### config.mk
export PLATFORM = sky130hd
export DESIGN_NAME = minimac2_mdio
export DESIGN_NICKNAME = d
export VERILOG_FILES = /design/src/rtl/minimac2_mdio.sv
export SDC_FILE = /design/constraint.sdc
export NUM_CORES = 1
export LEC_CHECK = 0
export BUFFER_PORTS_ARGS = -buffer_cell sky130_fd_sc_hd__clkbuf_2
export CAP_MARGIN = 0
export CORE_UTILIZATION = 45
export DETAILED_ROUTE_END_ITERATION = 7
export PLACE_DENSITY = 0.66
export SLEW_MARGIN = 20
export SYNTH_ARGS = -nofsm -noshare
export SYNTH_HDL_FRONTEND = slang
export SYNTH_SLANG_ARGS = --single-unit
### constraint.sdc
create_clock -name sys_clk -period 2.07 [get_ports sys_clk]
set_input_delay 0.414 -clock sys_clk [delete_from_list [all_inputs] [get_ports sys_clk]]
set_output_delay 0.414 -clock sys_clk [all_outputs]
set_load 0.01 [all_outputs]
### src/rtl/minimac2_mdio.sv
// MII management (clause 22) master: serializes one 64-bit MDIO frame per request
// and returns read data plus a no-PHY flag taken from the turnaround bit.
module minimac2_mdio #(
   parameter int unsigned clk_div = 10
) (
   input  logic        sys_clk,
   input  logic        sys_rst,
   input  logic        start,
   input  logic        op_read,
   input  logic [4:0]  phy_addr,
   input  logic [4:0]  reg_addr,
   input  logic [15:0] wdata,
   output logic [15:0] rdata,
   output logic        rd_err,
   output logic        busy,
   output logic        done,
   output logic        phy_mii_clk,
   output logic        mii_data_oe,
   output logic        mii_data_do,
   input  logic        mii_data_di
);

   // state  | meaning
   // IDLE   | MDC low, MDIO released, waiting for start
   // SHIFT  | frame in flight, one bit per 2*clk_div cycles
   // FINISH | single-cycle done pulse, read results committed
   typedef enum logic [1:0] {IDLE, SHIFT, FINISH} state_t;

   localparam logic [7:0] HALF_LAST = 8'(clk_div - 1);

   state_t      state, state_nxt;
   logic [63:0] frame;
   logic [5:0]  bit_cnt;
   logic [7:0]  half_cnt;
   logic        phase;
   logic        is_read;
   logic [15:0] rx_sh;
   logic        err_sh;
   logic        half_end;
   logic        bit_end;
   logic        sample;

   assign half_end = (half_cnt == HALF_LAST);
   assign bit_end  = half_end & phase;
   // First cycle of the MDC high phase; TA bit 47 and the 16 data bits are captured here.
   assign sample   = (state == SHIFT) & phase & (half_cnt == 8'd0) & is_read & (bit_cnt >= 6'd47);

   always_comb begin
      state_nxt   = state;
      busy        = 1'b0;
      done        = 1'b0;
      phy_mii_clk = 1'b0;
      mii_data_oe = 1'b0;
      mii_data_do = 1'b0;
      case (state)
         IDLE: begin
            if (start) state_nxt = SHIFT;
         end
         SHIFT: begin
            busy        = 1'b1;
            phy_mii_clk = phase;
            mii_data_oe = ~is_read | (bit_cnt < 6'd46);
            mii_data_do = mii_data_oe & frame[63];
            if (bit_end && bit_cnt == 6'd63) state_nxt = FINISH;
         end
         FINISH: begin
            done      = 1'b1;
            state_nxt = IDLE;
         end
         default: state_nxt = IDLE;
      endcase
   end

   always_ff @(posedge sys_clk) begin
      if (sys_rst) begin
         state    <= IDLE;
         frame    <= '0;
         bit_cnt  <= '0;
         half_cnt <= '0;
         phase    <= 1'b0;
         is_read  <= 1'b0;
         rx_sh    <= '0;
         err_sh   <= 1'b0;
         rdata    <= '0;
         rd_err   <= 1'b0;
      end else begin
         state <= state_nxt;
         case (state)
            IDLE: begin
               if (start) begin
                  frame    <= {32'hFFFF_FFFF, 2'b01, (op_read ? 2'b10 : 2'b01), phy_addr, reg_addr,
                               (op_read ? 2'b11 : 2'b10), (op_read ? 16'hFFFF : wdata)};
                  is_read  <= op_read;
                  bit_cnt  <= '0;
                  half_cnt <= '0;
                  phase    <= 1'b0;
               end
            end
            SHIFT: begin
               if (half_end) begin
                  half_cnt <= '0;
                  phase    <= ~phase;
                  if (phase) begin
                     bit_cnt <= bit_cnt + 6'd1;
                     frame   <= {frame[62:0], 1'b0};
                  end
               end else begin
                  half_cnt <= half_cnt + 8'd1;
               end
               if (sample) begin
                  if (bit_cnt == 6'd47) err_sh <= mii_data_di;
                  else                  rx_sh  <= {rx_sh[14:0], mii_data_di};
               end
            end
            FINISH: begin
               if (is_read) begin
                  rdata  <= rx_sh;
                  rd_err <= err_sh;
               end
            end
            default: ;
         endcase
      end
   end

endmodule

## Word level (Yosys, flattened, before mapping)

Index checks and enable logic that the tools add are counted.

- Register bits after elaboration: 116
- Output and inout port bits: 22
- Logic and storage cells: 70

- Add/sub/neg operators: 2
- Magnitude comparators: 2
- Eq/ne operators: 9
- Mux-type cells: 25
- Bitwise logic cells: 10
- Reductions and logical operators: 12

Operators with widths:

| cell | number |
|---|---|
| $mux 64 | 3 |
| $pmux 64 s2 | 1 |
| $mux 6 | 3 |
| $mux 16 | 1 |
| $mux 8 | 2 |
| $pmux 8 s2 | 1 |
| $eq 6x6->1 const B | 2 |
| $pmux 6 s2 | 1 |
| $reduce_and 3->1 | 3 |
| $add 8x1->8 const B | 1 |
| $eq 8x4->1 const B | 1 |
| $logic_not 8->1 | 1 |
| $mux 1 | 8 |
| $reduce_and 2->1 | 4 |
| $add 6x1->6 const B | 1 |
| $and 1x1->1 | 6 |
| $ge 6x6->1 const B | 1 |
| $lt 6x6->1 const B | 1 |
| $mux 2 | 3 |
| $ne 2x2->1 const B | 3 |
| $pmux 2 s2 | 1 |
| $reduce_and 4->1 | 1 |
| $not 1->1 | 3 |
| $eq 2x1->1 const B | 1 |
| other kinds (7) | 7 |

## Depth between registers and ports, before layout

- Depth after elaboration: 6
- Depth in mapped cells: 8
- Gate-level depth less buffers: 6

## Least setup slack after synthesis

Ideal clock, no wire load.

- Path type: register to register
- From: register half_cnt[5]
- To: register rx_sh[7]
- Data arrival time: 1.877 ns
- Data required time: 1.942 ns
- Setup slack: 0.066 ns
- Stages on the path, launching flop included: 7
- Path buffers: 2
- Period minus slack after synthesis: 2.004 ns
- Path through: dfxtp_1 or4_4 or4b_1 buf_6 buf_6 mux2i_1 nor2_1

- Cells in the longest elaborated chain, start to end: 5

Ends and longest elaborated chain:

| what | RTL line | RTL |
|---|---|---|
| from (decl) | 34 | `logic [7:0] half_cnt;` |
| from (signal assigned) | 108 | `half_cnt <= half_cnt + 8'd1;` |
| $logic_not 8->1 | 46 | `assign sample = (state == SHIFT) & phase & (half_cnt == 8'd0) & is_read & (bit_cnt >= 6'd47);` |
| $and 1x1->1 (3 in series) | 46 |  |
| $reduce_and 3->1 (no source line) | -- |  |
| to (signal assigned) | 112 | `else rx_sh <= {rx_sh[14:0], mii_data_di};` |
| to (decl) | 37 | `logic [15:0] rx_sh;` |

No other way between the ends.
A chain may end at the register's enable or synchronous reset.

## Final worst setup path

- From: register state[1]
- To: output port busy

- Cells in the longest elaborated chain, start to end: 2

Ends and longest elaborated chain:

| what | RTL line | RTL |
|---|---|---|
| from (decl) | 31 | `state_t state, state_nxt;` |
| from (signal assigned) | 87 | `state <= state_nxt;` |
| $eq 2x1->1 | 55 | `case (state)` |
| $mux 1 | 55 |  |
| to (decl) | 15 | `output logic busy,` |

No other way between the ends.

==> flow_metrics.tcl <==
set metrics [dict create \
    slowest_delay_ps 340 \
    synth-seq-area-share 0.472 \
    worst_setup_path_end_kind "output port" \
    clkSinkCount 116 \
    synth_cell_types 45 \
    powerDensity_nw_per_um2 988 \
    grt.busiest_layer "met2" \
    cp-start-kind "flip-flop" \
    die_w_um 107 \
    place_ws_ps 81.6 \
    stdcell_area_um2 6060 \
    ys.warnings.count 0 \
    crit_top_cell "buf_6" \
    fin_util 0.580 \
    hold_start "phy_addr[0]" \
    rsz0062_at_grt "false" \
    grt_pass1_vias 4155 \
    final_cells 789 \
    worstMarginPinSlew_ps 572 \
    fin_skew_ps 8.19 \
    grt_max_degree 89 \
    fin_crit_sh 0.957 \
    cp_data_required_time_ps 1660 \
    place.port_buffers 52 \
    cts_buffers 17 \
    ys_seq_elements 116 \
    clock_latency_ps 510 \
    cts_buffer_depth 2 \
    synthFlopType "dfxtp_1" \
    grt_util_all_layers 0.209 \
    yosysMostFrequentCell "dfxtp_1" \
    max_freq_ghz 0.505 \
    critPathSlowestCell "dfxtp_2" \
    area_growth_pct 23.2 \
    grtUsageMet3 0.0547 \
    synth_common_cells "116 x dfxtp_1, 89 x a21oi_1, 79 x nand2_1" \
    worstHoldPathCells 3 \
    r2r_setup_slack_ps 100 \
    hold_slack_ps 152 \
    drc 0 \
    crit_family "buffers and inverters" \
    dp_cells 756 \
    die_area_um2 11400 \
    async_flop_share 0 \
    cp_max_fo 12 \
    synth.top_cell.area_share 0.472 \
    ff2ff_path_depth 5 \
    cts_tree "built" \
    layout_setup_ws_ps 88.9 \
    place_area_um2 5420 \
    synthCells 595 \
    layout-drive-gt1-share 0.194 \
    postSynthAreaPerCell_um2 8.27 \
    fin_crit_ps 1980 \
    setup.worst_path.start "state[1]" \
    avgViaCountPerCell 5.60 \
    cts_root_buf "clkbuf_8" \
    ir_drop_v 0.000596 \
    power_mw 5.99 \
    cp_num_cells 5 \
    antenna_found_initial 0 \
    die_h_um 107 \
    final_nets 675 \
    setup_viol 0 \
    final.setup.tns_ps 0 \
    clk_pin_slew_ps 60 \
    grt_overflow 0 \
    postRouteAntennaNets 0 \
    cp.arrival_ps 1570 \
    synth_edf_count 0 \
    route.vias.total 4422 \
    regToRegStartpoint "half_cnt[7]" \
    slew_violations 0 \
    timing.rr.end "rx_sh[5]" \
    wl_per_cell_um 14.2 \
    slew_headroom 0.619 \
    cap_violations 0 \
    cts-htree-levels 4 \
    grt_pass1_wl_mm 19.2 \
    finalHoldViolCount 0 \
    yosys-top-cells-area "dfxtp_1 47%, a21oi_1 9.1%, nand2_1 6.0%" \
    yosys.area.top_type "dfxtp_1" \
    routed_wl_mm 11.2 \
    met1_usage 0.276 \
    hold_end "frame[23]" \
    initial_core_util 0.470 \
    gp_congestion 0.829 \
    drtIter0Drc 315 \
    cp_num_buf_inv 4 \
    n_antenna_cell 0 \
    crit_chain "nand2b_4 > buf_6 > inv_4 > buf_6 > clkbuf_2" \
    hpwl_mm 6.82 \
    critPathKind "flip-flop to output port" \
    rows 37 \
    use_met2 0.334 \
    syn_nets 630 \
    core_um2 10500 \
    hold_class "primary input to flip-flop" \
    firstDrtPassIters 7 \
    status "finished clean" \
    syn_area_um2 4920 \
    top_level_ports 53 \
    p_leak_nw 2.48 \
]
-- repair_timing --
item,in CTS,in global routing
cloned,0,0
setup endpoints to repair,4,17
setup buffers,1,0
hold buffers,0,0
pin swaps,0,1
gates resized for setup,5,6
-- logic make-up (layout without fill, tap and decap cells) --
group,count (synthesis),after routing,share of synthesized area
buffers and inverters,60,118,0.0498
adders and majority gates,4,4,0.0102
and+or+nand+nor,190,190,0.173
AOI/OAI and AO/OA,206,206,0.256
muxes,19,19,0.0386
DFF,116,116,0.472
-- per-layer routing --
metal	routed length [µm]	up-vias
met4	116	0
met3	518	11
met1	5310	2088
met5	0	-
li1	-	2222
met2	5250	101
-- flip-flops by register name (all words and copies together) (netlist names) --
register / flops
phase: 1
state: 2
half_cnt: 8
bit_cnt: 6
rd_err: 1
frame: 64
rdata: 16
rx_sh: 16
err_sh: 1
is_read: 1
-- worst max-delay path by stage --
| stage | end | slack [ps] |
|---|---|---|
| 6_report | busy | 90 |
| 5_1_grt | rx_sh[6] | 5 |
| 4_1_cts | phy_mii_clk | 30 |
| 3_5_place_dp | rx_sh[5] | 80 |
| 3_3_place_gp | rx_sh[11] | 150 |
| 2_1_floorplan | rx_sh[7] | 70 |
-- final cells by class --
type	instances	area [µm²]
Fill cell	967	4400
Multi-Input combinational cell	419	2390
Sequential cell	116	2330
Timing Repair Buffer	81	554
Clock buffer	18	418
Clock inverter	14	179
Tap cell	136	170
Inverter	5	21.3
-- worst min-delay path, stage by stage --
cell      delay [ps]
clkbuf_2          80
nand2_1           40
a311oi_1          80
-- placed cells by master (no fill, tap or decap), types with 16 or more instances in the layout --
cell type / count
a211oi_1: 37
a21oi_1: 89
buf_4: 22
clkbuf_16: 16
clkbuf_2: 51
dfxtp_1: 114
mux2i_1: 19
nand2_1: 79
nor2_1: 61
o21ai_0: 28
-- power breakdown --
part           switching, mW  total (mW)  internal (mW)  leakage, nW
Sequential            0.0731        2.45           2.37        0.953
Combinational          0.369       0.627          0.259         1.25
Clock                   1.07        2.91           1.85        0.282
(Power assumes the default switching activity.)
